<file path="config.mk">
export PLATFORM = sky130hd
export DESIGN_NAME = decoder_scan_ctrl
export DESIGN_NICKNAME = d
export VERILOG_FILES = /design/src/rtl/decoder_pkg.sv /design/src/rtl/scan_timer.sv /design/src/rtl/decoder_scan_ctrl.sv
export SDC_FILE = /design/constraint.sdc
export NUM_CORES = 1
export LEC_CHECK = 0
export ABC_CLOCK_PERIOD_IN_PS = 2810
export CAP_MARGIN = 10
export CORE_ASPECT_RATIO = 0.5
export CORE_UTILIZATION = 35
export CTS_BUF_LIST = sky130_fd_sc_hd__clkbuf_4
export DETAILED_ROUTE_END_ITERATION = 7
export GPL_TIMING_DRIVEN = 0
export PLACE_DENSITY = 0.62
export SYNTH_ARGS = -nofsm -noshare
export SYNTH_HDL_FRONTEND = slang
export SYNTH_SLANG_ARGS = --single-unit
</file>
<file path="constraint.sdc">
create_clock -name clk -period 2.81 [get_ports clk]
set_clock_uncertainty 0.15 [all_clocks]
set_input_delay 0.562 -clock clk [delete_from_list [all_inputs] [get_ports clk]]
set_output_delay 0.562 -clock clk [all_outputs]
set_load 0.02 [all_outputs]
</file>
<file path="src/rtl/decoder_pkg.sv">
// Shared types and helpers for the decoder/scan controller.
// Holds the FSM state encoding and the one-hot expansion used for every decode.
package decoder_pkg;

  typedef enum logic [1:0] {
    IDLE   = 2'd0,
    DIRECT = 2'd1,
    SCAN   = 2'd2
  } state_e;

  // Widest select the helper supports; callers truncate the result to 2**N bits.
  localparam int MAX_SEL_W = 8;
  localparam int MAX_OUT_W = 1 << MAX_SEL_W;

  function automatic logic [MAX_OUT_W-1:0] onehot(input logic [MAX_SEL_W-1:0] sel);
    onehot = MAX_OUT_W'(1) << sel;
  endfunction

endpackage

</file>
<file path="src/rtl/scan_timer.sv">
// Dwell counter for the scan sequencer: counts 0..DWELL-1 and flags the last
// count with tick so the caller can advance its index.
module scan_timer #(
  parameter int DWELL = 4
) (
  input  logic clk,
  input  logic rst_n,
  input  logic clr,
  output logic tick
);

  localparam int CW = (DWELL > 1) ? $clog2(DWELL) : 1;

  logic [CW-1:0] count_q;
  logic [CW-1:0] count_d;

  assign tick = (count_q == CW'(DWELL - 1));

  always_comb begin
    count_d = count_q + 1'b1;
    if (clr || tick) begin
      count_d = '0;
    end
  end

  always_ff @(posedge clk or negedge rst_n) begin
    if (!rst_n) begin
      count_q <= '0;
    end else begin
      count_q <= count_d;
    end
  end

endmodule

</file>
<file path="src/rtl/decoder_scan_ctrl.sv">
// Registered one-hot decoder with a direct-select mode and an auto-scan mode
// that walks every output bit, holding each one for DWELL cycles.
module decoder_scan_ctrl
  import decoder_pkg::*;
#(
  parameter int N     = 3,
  parameter int DWELL = 4
) (
  input  logic            clk,
  input  logic            rst_n,
  input  logic            en,
  input  logic            mode,
  input  logic [N-1:0]    in,
  input  logic            in_valid,
  output logic            in_ready,
  output logic [2**N-1:0] out,
  output logic            out_valid,
  output logic            wrap
);

  localparam int OUTW = 2 ** N;

  state_e         state_q, state_d;
  logic [N-1:0]   index_q, index_d;
  logic [OUTW-1:0] out_q, out_d;
  logic           outValid_q, outValid_d;
  logic           wrap_q, wrap_d;

  logic           handshake;
  logic           dwellClr;
  logic           dwellTick;

  assign in_ready  = (state_q == DIRECT);
  assign handshake = in_valid && in_ready;

  // The dwell count only runs while the scan continues; any exit or fresh entry restarts it at zero.
  assign dwellClr = !(en && mode && (state_q == SCAN));

  scan_timer #(
    .DWELL(DWELL)
  ) u_scan_timer (
    .clk  (clk),
    .rst_n(rst_n),
    .clr  (dwellClr),
    .tick (dwellTick)
  );

  always_comb begin
    state_d    = state_q;
    index_d    = index_q;
    out_d      = out_q;
    outValid_d = outValid_q;
    wrap_d     = 1'b0;

    if (!en) begin
      state_d    = IDLE;
      index_d    = '0;
      out_d      = '0;
      outValid_d = 1'b0;
    end else if (!mode) begin
      state_d = DIRECT;
      index_d = '0;
      if (state_q != DIRECT) begin
        out_d      = '0;
        outValid_d = 1'b0;
      end else if (handshake) begin
        out_d      = OUTW'(onehot(MAX_SEL_W'(in)));
        outValid_d = 1'b1;
      end
    end else begin
      state_d = SCAN;
      // Entering the scan always shows bit 0 immediately, even when coming from DIRECT.
      if (state_q != SCAN) begin
        index_d    = '0;
        out_d      = OUTW'(onehot('0));
        outValid_d = 1'b1;
      end else if (dwellTick) begin
        index_d    = index_q + 1'b1;
        out_d      = OUTW'(onehot(MAX_SEL_W'(index_d)));
        outValid_d = 1'b1;
        wrap_d     = (index_q == '1);
      end
    end
  end

  always_ff @(posedge clk or negedge rst_n) begin
    if (!rst_n) begin
      state_q    <= IDLE;
      index_q    <= '0;
      out_q      <= '0;
      outValid_q <= 1'b0;
      wrap_q     <= 1'b0;
    end else begin
      state_q    <= state_d;
      index_q    <= index_d;
      out_q      <= out_d;
      outValid_q <= outValid_d;
      wrap_q     <= wrap_d;
    end
  end

  assign out       = out_q;
  assign out_valid = outValid_q;
  assign wrap      = wrap_q;

endmodule
</file>
==> impl_metrics.csv, run 1 <==
group,metric,value,unit
hold_path,hp-class,"register to register",
finish,multi_input_area,526,µm²
drt,dr.pass1.iters,4,
yosys,synth_nets,110,
grt,grt_max_degree,18,
floorplan,fp.dieW,77.3,µm
clocking,cts.clk_slew.worst_paths,0.10,ns
placed_design,io_buffer_count,18,
critical_path,r2r_start,"u_scan_timer.count_q[0]",
sta,setup_viol,0,
yosys,yosysUniqueCellTypes,36,
yosys,synth_cells,94,
clocking,clk_path_buf_depth,2,
finish,seq_area,425,µm²
grt,grt_pass1_wl,3170,µm
floorplan,initial_utilization,37.7,%
drt,viasPerCell,5.03,
power,p_sw_share,25.3,%
sta,finalHoldViolCount,0,
finish,postLayoutCellArea,0.00125,mm²
sta,maxSlewViolCount,0,
power,p_sw,118,µW
floorplan,die_h,39.7,µm
sta,tightest_slew,0.775,ns
floorplan,dieArea,0.00307,mm²
sta,fin_crit_sh,85.8,%
critical_path,critPathKind,"input port to register",
grt,grt.total_usage,14.6,%
floorplan,core,0.00264,mm²
yosys,ys_ff_latch,17,
clocking,clock_latency,0.29,ns
grt,antenna_found_initial,0,
sta,fmax,415,MHz
power,p_int,350,µW
hold_path,worstHoldStart,"u_scan_timer.count_q[0]",
grt,grt_pass1_vias,666,
critical_path,regToRegEndpoint,"out[4]",
critical_path,cp_max_fo,9,
placed_design,post-dp-hpwl,1480,µm
yosys,avgSynthCellArea,10.6,µm²
power,clockPowerShare,30.5,%
critical_path,critPathCaptureType,"register",
clocking,hold_buffers,0,
drt,routedWlPerCell,13.1,µm
clocking,cts_made_buffers,3,
drt,wirelength,2000,µm
critical_path,reg2regPathDepth,7,
drt,vias,769,
finish,area_growth,25.8,%
sta,rsz0062_at_grt,"no",
floorplan,core.rowCount,13,
hold_path,hold_path_depth,1,
placed_design,gp_congestion,0.816,
power,seq_power_share,55.0,%
finish,diodes,0,
clocking,htreeDepth,1,
drt,drc,0,
finish,drive_gt1_share,11.2,%
sta,max_slew_margin,48.2,%
critical_path,crit_arrival,2.44,ns
yosys,yosys_warnings,0,
finish,fin_nets,133,
sta,fin_crit,2.41,ns
clocking,cts_resized,0,
floorplan,ioPinCount,19,
power,power_density,375,mW/mm²
yosys,yosysSeqAreaShare,42.8,%
clocking,cts.sinks,17,
drt,antenna_left,0,
finish,nFillCells,283,
critical_path,worst_setup_path_start_kind,"input port",
power,irDropWorstVdd,0.000137,V
critical_path,regToRegSetupSlack,0.62,ns
status,outcome,"completed",
yosys,syn_area,993,µm²
power,p_leak,0.000525,µW
placed_design,dpl-instance-area,0.00122,mm²
power,combPwrFrac,14.5,%
drt,drtIter0Drc,8,
hold_path,holdPathEnd,"u_scan_timer.count_q[0]",
critical_path,cp.required,2.84,ns
clocking,cts_tree,"yes",
clocking,post-cts-setup-buffers,0,
clocking,clockRootBuffer,"clkbuf_4",
sta,tns,0,ns
grt,gr-total-overflow,0,
run,drv_cap,0,
worst max path at each step:
stage	startpoint	to	slack (ns)	cells past startpoint
after detailed placement	mode	out[2]	0.09	6
after CTS	mode	out[2]	0.40	6
after floorplan	mode	out[2]	0.76	5
after global placement	mode	out[2]	0.09	6
final	mode	out[4]	0.40	6
after global routing	mode	out[4]	0.32	6
metrics by stage:
stage / std cells / worst slack [ns] / utilization, % / total power, µW / hold WS (ns)
2_1_floorplan: 94 / 0.761 / - / 293 / 0.116
3_3_place_gp: 149 / 0.0891 / 46.3 / 331 / 0.283
3_5_place_dp: 149 / 0.0864 / 46.3 / 331 / 0.282
4_1_cts: 153 / 0.401 / 47.4 / 473 / 0.297
5_1_grt: 153 / 0.323 / 47.4 / 491 / 0.314
6_report: 153 / 0.399 / 47.4 / 468 / 0.294
area by class of cell:
class / count / share of cell area [%]
Timing Repair Buffer: 18 / 14.4
Tap cell: 37 / 3.70
Clock buffer: 4 / 2.40
Sequential cell: 17 / 34.0
Buffer: 6 / 2.50
Inverter: 3 / 0.901
Multi-Input combinational cell: 68 / 42.0
cell usage in the layout (no fill, tap or decap), types with 2 or more instances in the layout:
cell type / n
o21ai_0: 2
ha_1: 8
nand3_1: 5
a31oi_1: 6
nand4b_1: 4
clkdlybuf4s50_1: 18
clkbuf_1: 3
nand2_1: 3
dfrtp_1: 17
a211oi_1: 6
mux2i_1: 2
mux2_4: 2
inv_1: 3
clkbuf_4: 4
nor3b_1: 4
nor2_1: 7
routing by layer:
metal / part of all wire [%] / vias up / GRT usage [%]
li1: - / 392 / -
met1: 54 / 361 / 19.7
met2: 41 / 12 / 22.1
met3: 4.0 / 4 / 5.35
met4: 1.4 / 0 / 3.77
met5: 0 / - / 0
cells by family (layout without fill, tap and decap cells):
family                   Yosys count  in the layout  share of synthesized area, %
AND/OR/NAND/NOR                   36             36                          23.6
AO/OA/AOI/OAI                     19             19                          13.4
flip-flops                        17             17                          42.8
buffers and inverters              9             31                          4.28
adder cells (fa/ha/maj)            8              8                          10.1
multiplexers                       4              4                          5.04
XOR/XNOR                           1              1                         0.882
synthesized netlist by cell type:
| cell type | count | area share, % |
|---|---|---|
| dfrtp_1 | 17 | 43 |
| ha_1 | 8 | 10 |
| nor2_1 | 7 | 2.6 |
| a211oi_1 | 6 | 4.5 |
| a31oi_1 | 6 | 3.8 |
| nand3_1 | 5 | 2.5 |
| nand4b_1 | 4 | 3.5 |
| nor3b_1 | 4 | 3.0 |
| clkbuf_1 | 3 | 1.1 |
| inv_1 | 3 | 1.1 |
| nand2_1 | 3 | 1.1 |
| mux2_4 | 2 | 3.0 |
| mux2i_1 | 2 | 2.0 |
| o21ai_0 | 2 | 1.0 |
| a21o_1 | 1 | 0.76 |
| a21oi_1 | 1 | 0.50 |
| a22o_1 | 1 | 0.88 |
| and2_1 | 1 | 0.63 |
| and2b_2 | 1 | 0.88 |
| and3_1 | 1 | 0.63 |
| and3b_2 | 1 | 1.0 |
| and4bb_2 | 1 | 1.3 |
| buf_1 | 1 | 0.38 |
| buf_6 | 1 | 1.1 |
| clkbuf_2 | 1 | 0.50 |
| nand3b_1 | 1 | 0.76 |
| nand4_1 | 1 | 0.63 |
| nand4bb_1 | 1 | 1.1 |
| nor2b_1 | 1 | 0.63 |
| nor3_1 | 1 | 0.50 |
| o21ba_2 | 1 | 1.0 |
| o2bb2ai_1 | 1 | 0.88 |
| or2b_1 | 1 | 0.76 |
| or3b_2 | 1 | 0.88 |
| or4b_1 | 1 | 1.0 |
| xnor2_1 | 1 | 0.88 |
state kept, by name (all words and copies together), names as in the netlist:
signal,cells
wrap,1
index_q,3
state_q,2
out,8
u_scan_timer.count_q,2
out_valid,1
critical path: stages:
cell	delay, ns
clkdlybuf4s50_1	0.54
or4b_1	0.54
clkbuf_2	0.18
a21o_1	0.18
buf_6	0.13
mux2_4	0.29
power by group through the flow:
stage          registers [µW]  logic, µW  clock network (µW)
6_report                  258       67.9                 143
5_1_grt                   259       73.6                 158
4_1_cts                   258       68.6                 147
3_5_place_dp              262       68.5                   0
3_3_place_gp              262       68.4                   0
2_1_floorplan             268       25.2                   0
Note: power is estimated with default switching activity, not from simulation.
==> inputs of run 2 (changes only) <==
- CAP_MARGIN: 10 -> 20
- TNS_END_PERCENT: default -> 1
==> results of run 2 <==
Final layout, timing and power as in run 1 (identical DEF).
